`src/rtl/uart_pkg.sv`:
```
// Shared UART definitions used by the transmitter and the receiver.
package uart_pkg;

  localparam int DATA_BITS            = 8;
  localparam int CLKS_PER_BIT_DEFAULT = 1250;

  // Width of the occupancy count exported by the transmit buffer (holds 0..4).
  localparam int COUNT_W = 3;

  typedef enum logic [1:0] {
    IDLE  = 2'd0,
    START = 2'd1,
    DATA  = 2'd2,
    STOP  = 2'd3
  } tx_state_t;

  // $clog2 that never returns zero, so one-entry or one-cycle configurations
  // still get a legal one-bit register.
  function automatic int min1_clog2(input int n);
    return (n > 1) ? $clog2(n) : 1;
  endfunction

endpackage

```
`src/rtl/uart_tx_fifo.sv`:
```
// Small byte FIFO feeding the transmitter. The head entry is readable
// combinationally so the FSM can pop it in the same cycle it sees a non-empty
// count. Occupancy-based full flag is taken from the registered count only.
module uart_tx_fifo
  import uart_pkg::*;
#(
  parameter int DEPTH = 4
) (
  input  logic                 clk,
  input  logic                 srst,
  input  logic                 push,
  input  logic [DATA_BITS-1:0] push_data,
  input  logic                 pop,
  output logic [DATA_BITS-1:0] head,
  output logic [COUNT_W-1:0]   count,
  output logic                 full
);

  localparam int                 PTR_W    = min1_clog2(DEPTH);
  localparam logic [PTR_W-1:0]   LAST_PTR = PTR_W'(DEPTH - 1);
  localparam logic [COUNT_W-1:0] DEPTH_C  = COUNT_W'(DEPTH);

  logic [DATA_BITS-1:0] mem [DEPTH];
  logic [PTR_W-1:0]     wr_ptr_reg;
  logic [PTR_W-1:0]     rd_ptr_reg;
  logic [COUNT_W-1:0]   count_reg;
  logic                 push_ok;
  logic                 pop_ok;

  // A push into a full buffer is dropped even if a pop happens the same cycle.
  assign full    = (count_reg == DEPTH_C);
  assign push_ok = push && !full && !srst;
  assign pop_ok  = pop && (count_reg != '0);
  assign head    = mem[rd_ptr_reg];
  assign count   = count_reg;

  function automatic logic [PTR_W-1:0] ptr_inc(input logic [PTR_W-1:0] p);
    return (p == LAST_PTR) ? '0 : p + 1'b1;
  endfunction

  // Storage write; contents need no reset because the count gates every read.
  always_ff @(posedge clk) begin
    if (push_ok) begin
      mem[wr_ptr_reg] <= push_data;
    end
  end

  // Pointer and occupancy bookkeeping; push and pop together leave count as is.
  always_ff @(posedge clk) begin
    if (srst) begin
      wr_ptr_reg <= '0;
      rd_ptr_reg <= '0;
      count_reg  <= '0;
    end else begin
      if (push_ok) begin
        wr_ptr_reg <= ptr_inc(wr_ptr_reg);
      end
      if (pop_ok) begin
        rd_ptr_reg <= ptr_inc(rd_ptr_reg);
      end
      case ({push_ok, pop_ok})
        2'b10:   count_reg <= count_reg + 1'b1;
        2'b01:   count_reg <= count_reg - 1'b1;
        default: count_reg <= count_reg;
      endcase
    end
  end

endmodule

```
`src/rtl/uart_tx.sv`:
```
// Buffered 8N1 UART transmitter. Bytes are queued in uart_tx_fifo and sent
// LSB first; a byte waiting at the end of a stop bit starts the next frame
// with no idle gap. The serial line is registered, so it trails the state
// register by one cycle throughout the frame.
module uart_tx
  import uart_pkg::*;
#(
  parameter int CLKS_PER_BIT = CLKS_PER_BIT_DEFAULT,
  parameter int FIFO_DEPTH   = 4
) (
  input  logic                 iCE_CLK,
  input  logic                 rst,
  input  logic [DATA_BITS-1:0] tx_data,
  input  logic                 tx_valid,
  output logic                 tx_ready,
  output logic                 RS232_Tx_TTL,
  output logic                 tx_busy,
  output logic [COUNT_W-1:0]   fifo_count
);

  localparam int                CLK_W    = min1_clog2(CLKS_PER_BIT);
  localparam logic [CLK_W-1:0]  LAST_CLK = CLK_W'(CLKS_PER_BIT - 1);
  localparam int                BIT_W    = min1_clog2(DATA_BITS);
  localparam logic [BIT_W-1:0]  LAST_BIT = BIT_W'(DATA_BITS - 1);

  tx_state_t            state_reg;
  logic [CLK_W-1:0]     clk_cnt_reg;
  logic [BIT_W-1:0]     bit_idx_reg;
  logic [DATA_BITS-1:0] shift_reg;
  logic                 line_reg;

  logic [DATA_BITS-1:0] fifo_head;
  logic [COUNT_W-1:0]   fifo_count_w;
  logic                 fifo_full;
  logic                 fifo_pop;
  logic                 bit_end;

  uart_tx_fifo #(
    .DEPTH (FIFO_DEPTH)
  ) u_fifo (
    .clk       (iCE_CLK),
    .srst      (rst),
    .push      (tx_valid),
    .push_data (tx_data),
    .pop       (fifo_pop),
    .head      (fifo_head),
    .count     (fifo_count_w),
    .full      (fifo_full)
  );

  assign bit_end = (clk_cnt_reg == LAST_CLK);

  // Pop from IDLE as soon as data is present, or in the final stop-bit cycle
  // so the next start bit follows immediately.
  assign fifo_pop = (fifo_count_w != '0) &&
                    ((state_reg == IDLE) || ((state_reg == STOP) && bit_end));

  assign tx_ready     = !fifo_full;
  assign fifo_count   = fifo_count_w;
  assign tx_busy      = (state_reg != IDLE);
  assign RS232_Tx_TTL = line_reg;

  // Frame sequencer: state, bit-period counter, bit index, shifter and line.
  always_ff @(posedge iCE_CLK) begin
    if (rst) begin
      state_reg   <= IDLE;
      clk_cnt_reg <= '0;
      bit_idx_reg <= '0;
      shift_reg   <= '0;
      line_reg    <= 1'b1;
    end else begin
      case (state_reg)
        IDLE: begin
          line_reg    <= 1'b1;
          clk_cnt_reg <= '0;
          if (fifo_pop) begin
            shift_reg   <= fifo_head;
            bit_idx_reg <= '0;
            state_reg   <= START;
          end
        end

        START: begin
          line_reg <= 1'b0;
          if (bit_end) begin
            clk_cnt_reg <= '0;
            bit_idx_reg <= '0;
            state_reg   <= DATA;
          end else begin
            clk_cnt_reg <= clk_cnt_reg + 1'b1;
          end
        end

        DATA: begin
          line_reg <= shift_reg[0];
          if (bit_end) begin
            clk_cnt_reg <= '0;
            shift_reg   <= shift_reg >> 1;
            if (bit_idx_reg == LAST_BIT) begin
              state_reg <= STOP;
            end else begin
              bit_idx_reg <= bit_idx_reg + 1'b1;
            end
          end else begin
            clk_cnt_reg <= clk_cnt_reg + 1'b1;
          end
        end

        STOP: begin
          line_reg <= 1'b1;
          if (bit_end) begin
            clk_cnt_reg <= '0;
            if (fifo_pop) begin
              shift_reg   <= fifo_head;
              bit_idx_reg <= '0;
              state_reg   <= START;
            end else begin
              state_reg <= IDLE;
            end
          end else begin
            clk_cnt_reg <= clk_cnt_reg + 1'b1;
          end
        end

        default: begin
          state_reg   <= IDLE;
          clk_cnt_reg <= '0;
          line_reg    <= 1'b1;
        end
      endcase
    end
  end

endmodule

```
`config.mk`:
```
export PLATFORM = sky130hd
export DESIGN_NAME = uart_tx
export DESIGN_NICKNAME = d
export VERILOG_FILES = /design/src/rtl/uart_pkg.sv /design/src/rtl/uart_tx_fifo.sv /design/src/rtl/uart_tx.sv
export SDC_FILE = /design/constraint.sdc
export NUM_CORES = 1
export LEC_CHECK = 0
export BUFFER_PORTS_ARGS = -buffer_cell sky130_fd_sc_hd__clkbuf_2
export CORE_ASPECT_RATIO = 0.7
export CORE_MARGIN = 3
export CORE_UTILIZATION = 28
export DETAILED_ROUTE_END_ITERATION = 16
export REMOVE_ABC_BUFFERS = 1
export SYNTH_ARGS = -nofsm -noshare
export SYNTH_HDL_FRONTEND = slang
export SYNTH_SLANG_ARGS = --single-unit
export TNS_END_PERCENT = 50
```
`constraint.sdc`:
```
create_clock -name iCE_CLK -period 2.8 [get_ports iCE_CLK]
set_input_delay 0 -clock iCE_CLK [delete_from_list [all_inputs] [get_ports iCE_CLK]]
set_output_delay 0 -clock iCE_CLK [all_outputs]
set_load 0.01 [all_outputs]
```
==> run summary <==
Cell taking the most area after synthesis = edfxtp_1
CP Launch Type = register
Critical Path RT = 3.06 ns
Rel. slew slack = 24.0%
RSZ-0062 raised after global routing = no
Max-slew violation count = 0
Dpl cells = 362
Final cell count without fillers = 387
CTS tree = done
Gr usage total = 9.87%
Largest register FFs = 32
Netlist Area Pre-Place = 2900 µm²
Least-Margin Pin Slew = 1.13 ns
Syn Inst Count = 224
Post-synthesis cell type count = 39
Status = completed
Vias/cell = 4.51
Root buffer cell = clkbuf_16
Skew-Pair Late Insertion Delay = 0.32 ns
Post-route ant nets = 0
Top cells by area, synth = edfxtp_1 33%, dfxtp_1 24%, ha_1 6.5%
CP endpoint kind = register
Post-synth EDFFs = 32
Period utilization = 92.2%
Vias in the first global route = 1726
Total routed wirelength = 5130 µm
CTS clk-pin slew, worst paths = 0.05 ns
Starting density of the core = 29.3%
# setup viols final = 0
Core area = 9870 µm²
# nets final = 281
Final instance area = 3510 µm²
TNS Setup = 0 ns
Crit path kind = reg -> reg
Most common cell in the synthesized netlist = dfxtp_1
Top_reg_cell synth = dfxtp_1
Power Density = 914 nW/µm²
Max Root-Sink Buffers = 2
Yosys top cell area share = 33.2%
Worst VDD drop = 0.000362 V
Initial antenna violation count = 0
Full die area = 11600 µm²
Final HPWL DP = 3470 µm
Commonest cells in the netlist = 34 x dfxtp_1, 32 x edfxtp_1, 25 x nor2_1
Seq cells post-synth = 66
Arrival time worst endpoint = 2.84 ns
Setup Buffers After CTS = 0
Mean Syn Cell Area = 12.9 µm²
Synth-to-layout area growth = 21.2%
Routed len/inst = 13.3 µm
I/O Buffers = 16
HP Class = in -> reg
Drt pass-1 iters = 4
Core Rows = 30
Clock skew = 0.00541 ns
IO Pins = 17
Drc violations = 0
CTS H-tree depth = 3
DRT iter0 DRCs = 74
Synth async-reset ratio = 0%
FMAX = 0.387 GHz
First-pass GRT wire length = 8730 µm
DP Area = 3120 µm²
Max FO, Critical Path = 5
Layout cells sized above 1 = 20.8%
Sequential-to-total area share from yosys stat = 56.7%
Post-layout minimum cycle time = 2.58 ns
Fin. Hold Viols = 0
Clk sinks = 66
Ant. Diodes = 0
Warnings from Yosys = 0
Via count = 1747
Final GP Congestion = 0.742
Pin count of the biggest net entering global routing = 29
Total CTS buffers = 9
Leakage power = 1.23 nW
Total grt overflow = 0
Die height = 91.1 µm
Max-Cap Viols = 0
Die span in x = 128 µm
-- through the flow --
step / hold WS, ns / setup slack, ns / util [%] / power [mW]
after floorplan: 0.0691 / 0.315 / - / 1.90
after detailed placement: 0.229 / 0.217 / 31.6 / 2.15
after global placement: 0.220 / 0.277 / 31.6 / 2.13
after global routing: 0.218 / 0.0254 / 35.6 / 3.41
after CTS: 0.201 / 0.205 / 35.4 / 3.24
final: 0.183 / 0.218 / 35.6 / 3.21
-- what timing repair did --
item | 4_1_cts | 5_1_grt
endpoints found under the setup margin | 0 | 1
hold buffers | 9 | 0
resized for setup | 0 | 2
hold endpoints to repair | 33 | 0
-- power breakdown --
part | internal, mW | switching (mW) | leakage [nW]
sequential | 1.13 | 0.121 | 0.567
clock | 0.685 | 0.385 | 0.137
combinational | 0.415 | 0.469 | 0.529
-- area by class of cell --
cell class | instances | area, µm²
sequential | 66 | 1640
inverter | 8 | 30.0
clock buffer | 11 | 233
fill | 973 | 6360
tap | 128 | 160
timing repair buffer | 28 | 193
multi-input combinational | 141 | 1200
clock inverter | 5 | 55.1
-- path summary, 6_finish.rpt --
kind,from,to,slack (ns),cells after the start
worst min register to register,shift_reg[7],shift_reg[7],0.46,2
worst max-delay path,state_reg[0],u_fifo.count[2],0.22,10
worst min-delay path,rst,u_fifo.count[0],0.18,3
worst max register to register,state_reg[0],u_fifo.count[2],0.22,10
-- cell usage in the layout, fill, tap and decap left out, types with 2 or more instances in the layout --
| master | n |
|---|---|
| a21oi_1 | 6 |
| inv_1 | 8 |
| clkbuf_16 | 9 |
| and2_1 | 6 |
| nand2_1 | 10 |
| nand3b_1 | 7 |
| o41ai_1 | 3 |
| ha_1 | 15 |
| a22o_1 | 2 |
| o21ai_0 | 2 |
| o31ai_1 | 4 |
| or3_1 | 3 |
| xnor2_1 | 6 |
| or2_2 | 2 |
| dfxtp_1 | 34 |
| edfxtp_1 | 32 |
| clkbuf_2 | 16 |
| buf_4 | 3 |
| o31ai_2 | 4 |
| nand3_1 | 7 |
| dlygate4sd3_1 | 9 |
| clkbuf_1 | 2 |
| nor2_1 | 25 |
| mux4_2 | 8 |
| xor2_1 | 5 |
| mux2i_1 | 11 |
-- layer usage --
metal  GRT usage (%)  vias up  wire length [µm]
li1                -      873                 -
met1            13.2      844              2570
met2            14.0       23              2290
met3            3.70        7               184
met4            4.82        0                82
met5               0        -                 0
-- critical path: stages (launching register included) --
cell and delay, ns:
dfxtp_1 0.39, inv_1 0.14, ha_1 0.24, inv_1 0.09, nor2_1 0.08, or2_2 0.38, ha_1 0.24, fa_1 0.38
xnor2_1 0.14, or3_1 0.30, a21oi_1 0.14
-- logic make-up (layout without fill, tap and decap cells) --
logic type / after synthesis / count (layout) / synth area share (%)
compound gates: 22 / 22 / 5.83
xor+xnor: 11 / 11 / 3.33
fa+ha+maj: 16 / 16 / 7.17
buf+inv: 17 / 52 / 2.51
flops: 66 / 66 / 56.7
mux: 20 / 20 / 10.4
simple gates: 72 / 72 / 14.0
Power figures use the tool's default switching activity.
